File: src/rtl/mult_share_scheduler.sv
// Round-robin scheduler sharing one sequential 8x8 multiplier between two clients.
// Operands are captured on grant; the result returns with a one-cycle done pulse.
module mult_share_scheduler #(
    parameter int TIMEOUT = 12
) (
    input  logic        clk,
    input  logic        aclr_n,
    input  logic        req0,
    input  logic        req1,
    input  logic [7:0]  a0,
    input  logic [7:0]  b0,
    input  logic [7:0]  a1,
    input  logic [7:0]  b1,
    output logic        ack0,
    output logic        ack1,
    output logic        done0,
    output logic        done1,
    output logic [15:0] res,
    output logic        err,
    output logic        busy,
    output logic        owner,
    output logic [7:0]  mult_dataa,
    output logic [7:0]  mult_datab,
    output logic        mult_start,
    input  logic        mult_done,
    input  logic [15:0] mult_product
);

    localparam logic [7:0] TO = 8'(TIMEOUT);

    typedef enum logic [1:0] {IDLE, START, WAIT, RESP} state_t;

    state_t      state, state_d;
    logic [7:0]  cnt, cnt_d;
    logic        last_grant, last_d;
    logic        sel;
    logic        ack0_d, ack1_d, done0_d, done1_d;
    logic [15:0] res_d;
    logic        err_d, busy_d, owner_d, start_d;
    logic [7:0]  dataa_d, datab_d;

    // On a tie, the client that was not granted last time wins.
    assign sel = (req0 && req1) ? ~last_grant : req1;

    always_comb begin
        state_d = state;
        cnt_d   = cnt;
        last_d  = last_grant;
        owner_d = owner;
        dataa_d = mult_dataa;
        datab_d = mult_datab;
        res_d   = res;
        err_d   = err;
        ack0_d  = 1'b0;
        ack1_d  = 1'b0;
        done0_d = 1'b0;
        done1_d = 1'b0;
        start_d = 1'b0;
        unique case (state)
            IDLE: begin
                if (req0 || req1) begin
                    state_d = START;
                    owner_d = sel;
                    last_d  = sel;
                    dataa_d = sel ? a1 : a0;
                    datab_d = sel ? b1 : b0;
                    ack0_d  = ~sel;
                    ack1_d  = sel;
                    start_d = 1'b1;
                end
            end
            START: begin
                state_d = WAIT;
                cnt_d   = 8'd0;
            end
            WAIT: begin
                if (cnt != 8'hFF) cnt_d = cnt + 8'd1;
                // A done seen at count 0 may be left over from the previous op.
                if (mult_done && cnt != 8'd0) begin
                    state_d = RESP;
                    res_d   = mult_product;
                    err_d   = 1'b0;
                    done0_d = ~owner;
                    done1_d = owner;
                end else if (cnt >= TO) begin
                    state_d = RESP;
                    res_d   = 16'h0000;
                    err_d   = 1'b1;
                    done0_d = ~owner;
                    done1_d = owner;
                end
            end
            RESP: state_d = IDLE;
            default: state_d = IDLE;
        endcase
        busy_d = (state_d != IDLE);
    end

    always_ff @(posedge clk or negedge aclr_n) begin
        if (!aclr_n) begin
            state      <= IDLE;
            cnt        <= 8'd0;
            last_grant <= 1'b1;
            owner      <= 1'b0;
            mult_dataa <= 8'd0;
            mult_datab <= 8'd0;
            res        <= 16'h0000;
            err        <= 1'b0;
            busy       <= 1'b0;
            ack0       <= 1'b0;
            ack1       <= 1'b0;
            done0      <= 1'b0;
            done1      <= 1'b0;
            mult_start <= 1'b0;
        end else begin
            state      <= state_d;
            cnt        <= cnt_d;
            last_grant <= last_d;
            owner      <= owner_d;
            mult_dataa <= dataa_d;
            mult_datab <= datab_d;
            res        <= res_d;
            err        <= err_d;
            busy       <= busy_d;
            ack0       <= ack0_d;
            ack1       <= ack1_d;
            done0      <= done0_d;
            done1      <= done1_d;
            mult_start <= start_d;
        end
    end

endmodule

File: config.mk
export PLATFORM = sky130hd
export DESIGN_NAME = mult_share_scheduler
export DESIGN_NICKNAME = d
export VERILOG_FILES = /design/src/rtl/mult_share_scheduler.sv
export SDC_FILE = /design/constraint.sdc
export NUM_CORES = 1
export LEC_CHECK = 0
export ABC_AREA = 1
export CAP_MARGIN = 30
export CORE_MARGIN = 2
export CORE_UTILIZATION = 34
export DETAILED_ROUTE_END_ITERATION = 8
export PLACE_DENSITY = 0.65
export SLEW_MARGIN = 30
export SYNTH_ARGS = -nofsm -noshare
export SYNTH_HDL_FRONTEND = slang
export SYNTH_SLANG_ARGS = --single-unit
File: constraint.sdc
create_clock -name clk -period 1.6 [get_ports clk]
set_clock_uncertainty 0.15 [all_clocks]
set_input_delay 0.32 -clock clk [delete_from_list [all_inputs] [get_ports clk]]
set_output_delay 0.32 -clock clk [all_outputs]
set_load 0.02 [all_outputs]
# [Word-level counts from Yosys, hierarchy flattened]
# Index checks and enable logic that the tools add are counted.
[totals] reg_bits=51 output_inout_bits=40 mem_bits_ro=0 n_memories=0 wordCells=60 latchBits=0 in_bits=53 mem_bits_rw=0
[op_classes] mul=0 muxes=25 magnitude_cmp=1 eq_ne=5 shifts=0 add_sub_neg=1 n_div=0 bitwise=3 n_reduce_logical=11
[ops] op="$mux W16" n=2
[ops] op="$mux W8" n=3
[ops] op="$pmux W8 S2" n=1
[ops] op="$mux W1" n=15
[ops] op="$add A8 B1 Y8 const B" n=1
[ops] op="$ge A8 B4 Y1 const B" n=1
[ops] op="$ne A8 B8 Y1 const B" n=1
[ops] op="$pmux W2 S4" n=1
[ops] op="$reduce_bool A8 Y1" n=1
[ops] op="$mux W2" n=3
[ops] op="$reduce_and A2 Y1" n=3
[ops] op="$reduce_bool A2 Y1" n=3
[ops] op="$eq A2 B2 Y1 const B" n=2
[ops] op="$not A1 Y1" n=3
[ops] op="$eq A2 B1 Y1 const B" n=1
[ops] op="$logic_and A1 B1 Y1" n=2
[ops] op="$logic_not A2 Y1" n=1
[ops] op="$ne A2 B2 Y1 const B" n=1
[ops] op="$logic_or A1 B1 Y1" n=1

# [Logic depth before layout (Yosys ltp)]
[logic_depth] ltp_word=5 ltp_mapped=9 mapped_depth_nobuf=8

# [Worst setup path before layout]
# No wires, ideal clock.
[synth_timing] path_kind="register -> register" from="register state[0]" to="register cnt[6]" period_less_slack_ns=1.471 n_path_buf=1 path_slack_ns=0.129 required_time_ns=1.323 stages_incl_launch_ff=8 setup_ns=0.127 arrival_time_ns=1.195 cell_sequence="dfrtp_1 inv_1 ha_1 buf_4 inv_1 nand2_1 nand3_1 o21ai_0"
[synth_via] elab_chain_len=3 word_cells_on_any_way=6 cone_classes="eq/ne: 3; mux: 1; reduce/logical: 2"
[synth_rtl] element="start: declaration" line_no="33" text="state_t state, state_d;"
[synth_rtl] element="start signal: assignment" line_no="116" text="state <= state_d;"
[synth_rtl] element="$eq A2 B2 Y1 or $eq A2 B1 Y1 (tied branches)" line_no="59" text="unique case (state)"
[synth_rtl] element="$ne A2 B2 Y1 (no source line) or $reduce_bool A2 Y1 (tied branches)"
[synth_rtl] element="$reduce_and A2 Y1 (no source line)"
[synth_rtl] element="end signal: assignment" line_no="117" text="cnt <= cnt_d;"
[synth_rtl] element="end: declaration" line_no="34" text="logic [7:0] cnt, cnt_d;"
# Several ways; a longest one is shown, not always the timed one.
# A chain may end at the register's enable or synchronous reset.

# [Worst setup path in the final report]
[layout_timing] from="register mult_dataa[6]" to="output mult_dataa[6]"
[layout_rtl] element="start: declaration" line_no="22" text="output logic [7:0] mult_dataa,"
[layout_rtl] element="start signal: assignment" line_no="120" text="mult_dataa <= dataa_d;"
# No word-level cell between the ends.

==> metrics.yaml <==
cts-root-buf: "clkbuf_8"
synth_area_per_cell_um2: 8.68
ys_seq_area_frac: 0.547
synthCells: 269
clockBufferDepth: 2
p_total_mw: 5.77
powerDensity_nw_per_um2: 1670
status: "complete, no violations"
vias: 2086
cts_tree: "done"
antenna_found_initial: 0
hold_violations: 0
area_delta_synth_final_pct: 47.8
crit_buf_inv: 1
synth_fp_nets: 327
hpwl_mm: 3.93
finalMaxSlewViolations: 0
path_clk_slew_ps: 90
coreArea_um2: 6720
ys_ff_latch: 51
numCtsBuffers: 5
initial_core_util: 0.348
start_kind: "flip-flop"
synth.distinct_cells: 25
crit_path_max_incr_delay_ps: 410
place_area_um2: 3350
layout.nets: 427
rsz0062_at_grt: "yes"
drive_above_1_share: 0.105
synth_area_leaders: "dfrtp_1, nand2_1, o21ai_0"
grt_pass1_vias: 1970
end_kind: "primary output"
finalSetupViolations: 0
h-tree-depth: 2
io_pins: 93
rows: 30
ant_nets: 0
fmax_ghz: 0.664
tightest_slew_ps: 281
cp_max_fo: 2
cap_viol_max_count: 0
wl_per_cell_um: 12.0
peakVddDrop_mv: 0.790
synth_top_area_frac: 0.536
path_class: "reg2out"
finalCritPeriodShare: 0.941
die_x_um: 86.9
antenna_cells: 0
drtPass1Iterations: 4
gp_congestion: 0.761
max_slew_margin: 0.813
crit_family: "flip-flops"
drtIter0Drc: 155
clk_latency_ps: 300
wirelength_mm: 5.41
drc: 0
grt_start_max_net_pins: 52
yosysWarnings: 0
globalRoute.totalOverflow: 0
vias_per_cell: 4.64
portBuffers: 92
holdCritPathClass: "reg2reg"
numClockSinks: 51
die_area_um2: 7550
synth.cell_area_um2: 2340
crit_chain: "dlygate4sd2_1"
cp.required_ps: 1130
die_h_um: 86.9
slowest_stage: "dfrtp_1"
gr-usage-all-layers: 0.148
fin_hold_ws_ps: 295
cp.arrival_ps: 1040
grt_pass1_wl_mm: 8.91
p_leak_nw: 1.71
stdcell_area_um2: 3450
layout_min_cycle_time_ps: 1510
synth_largest_area_cell: "dfrtp_1"
[cell usage after synthesis]
| library cell | number |
|---|---|
| nand3b_1 | 1 |
| nor2_2 | 1 |
| nor2_4 | 2 |
| buf_4 | 2 |
| nand2_1 | 91 |
| a21oi_2 | 1 |
| a21oi_1 | 2 |
| o21ai_0 | 27 |
| buf_6 | 1 |
| inv_2 | 2 |
| ha_1 | 5 |
| nand3_2 | 1 |
| o21ai_4 | 1 |
| nand2_2 | 4 |
| o21ai_2 | 5 |
| xor2_1 | 1 |
| nand3_1 | 11 |
| nand2_4 | 2 |
| nor2_1 | 27 |
| inv_1 | 18 |
| dfrtp_1 | 50 |
| buf_12 | 1 |
| o21ai_1 | 9 |
| buf_2 | 3 |
| dfstp_2 | 1 |
[worst paths after layout]
check	from	endpoint	slack (ps)	depth (start not counted)
setup reg to reg	cnt[0]	res[3]	120	8
min in group asynchronous	aclr_n	busy	370	3
hold / removal	owner	done0	300	1
max in group asynchronous	aclr_n	last_grant	630	3
hold reg to reg	owner	done0	300	1
setup / recovery	mult_dataa[6]	mult_dataa[6]	90	1
[cell usage in the layout (no fill, tap or decap), types with 5 or more instances in the layout]
cell / count
nand2_1: 90
dfrtp_1: 50
clkdlybuf4s50_1: 51
inv_1: 16
dlygate4sd2_1: 40
o21ai_0: 26
nor2_1: 27
buf_4: 5
nand3_1: 11
clkbuf_8: 6
o21ai_1: 10
[final cells by class]
type	instances	area, um2
Sequential cell	51	1280
Clock buffer	7	86.3
Fill cell	653	3270
Clock inverter	1	8.76
Multi-Input combinational cell	191	948
Inverter	20	77.6
Tap cell	80	100
Timing Repair Buffer	100	953
[metal layers]
metal / vias to the layer above / global-route usage / wire length (um)
met3: 8 / 0.0493 / 345
met2: 62 / 0.242 / 2590
li1: 1054 / - / -
met4: 0 / 0.0398 / 77
met1: 962 / 0.188 / 2390
met5: - / 0 / 0
[stage by stage]
step	setup TNS, ps	utilization	std cells	setup slack (ps)
floorplan	0	-	269	129
global placement	-1180	0.498	440	-50.9
detailed placement	-1630	0.498	440	-92.9
CTS	0	0.507	449	32.8
global route	-7.03	0.514	450	-5.09
finish	0	0.514	450	94.2
[cells by family after synthesis]
group	count (synthesis)	share of synthesized area
AO/OA/AOI/OAI	45	0.111
AND/OR/NAND/NOR	140	0.253
flip-flops	51	0.547
buffers and inverters	27	0.0584
XOR/XNOR	1	0.00375
adder cells (fa/ha/maj)	5	0.0268
[repair_timing]
item	CTS	global route
hold endpoints to repair	50	0
pin swaps	0	3
setup buffers	0	1
hold buffers	1	0
setup endpoints to repair	41	29
resized for setup	41	8
[sequential cells by signal, summed over array words and instances (netlist names)]
register,cells
ack0,1
ack1,1
busy,1
err,1
last_grant,1
mult_dataa,8
mult_datab,8
done1,1
mult_start,1
state,2
res,16
owner,1
cnt,8
done0,1
[power breakdown]
part / internal [mW] / leakage [nW] / total (mW) / switching [mW]
registers: 1.84 / 0.641 / 2.12 / 0.284
clock network: 0.355 / 0.0484 / 0.776 / 0.420
logic: 1.11 / 1.02 / 2.87 / 1.76
Note: power is estimated with default switching activity, not from simulation.
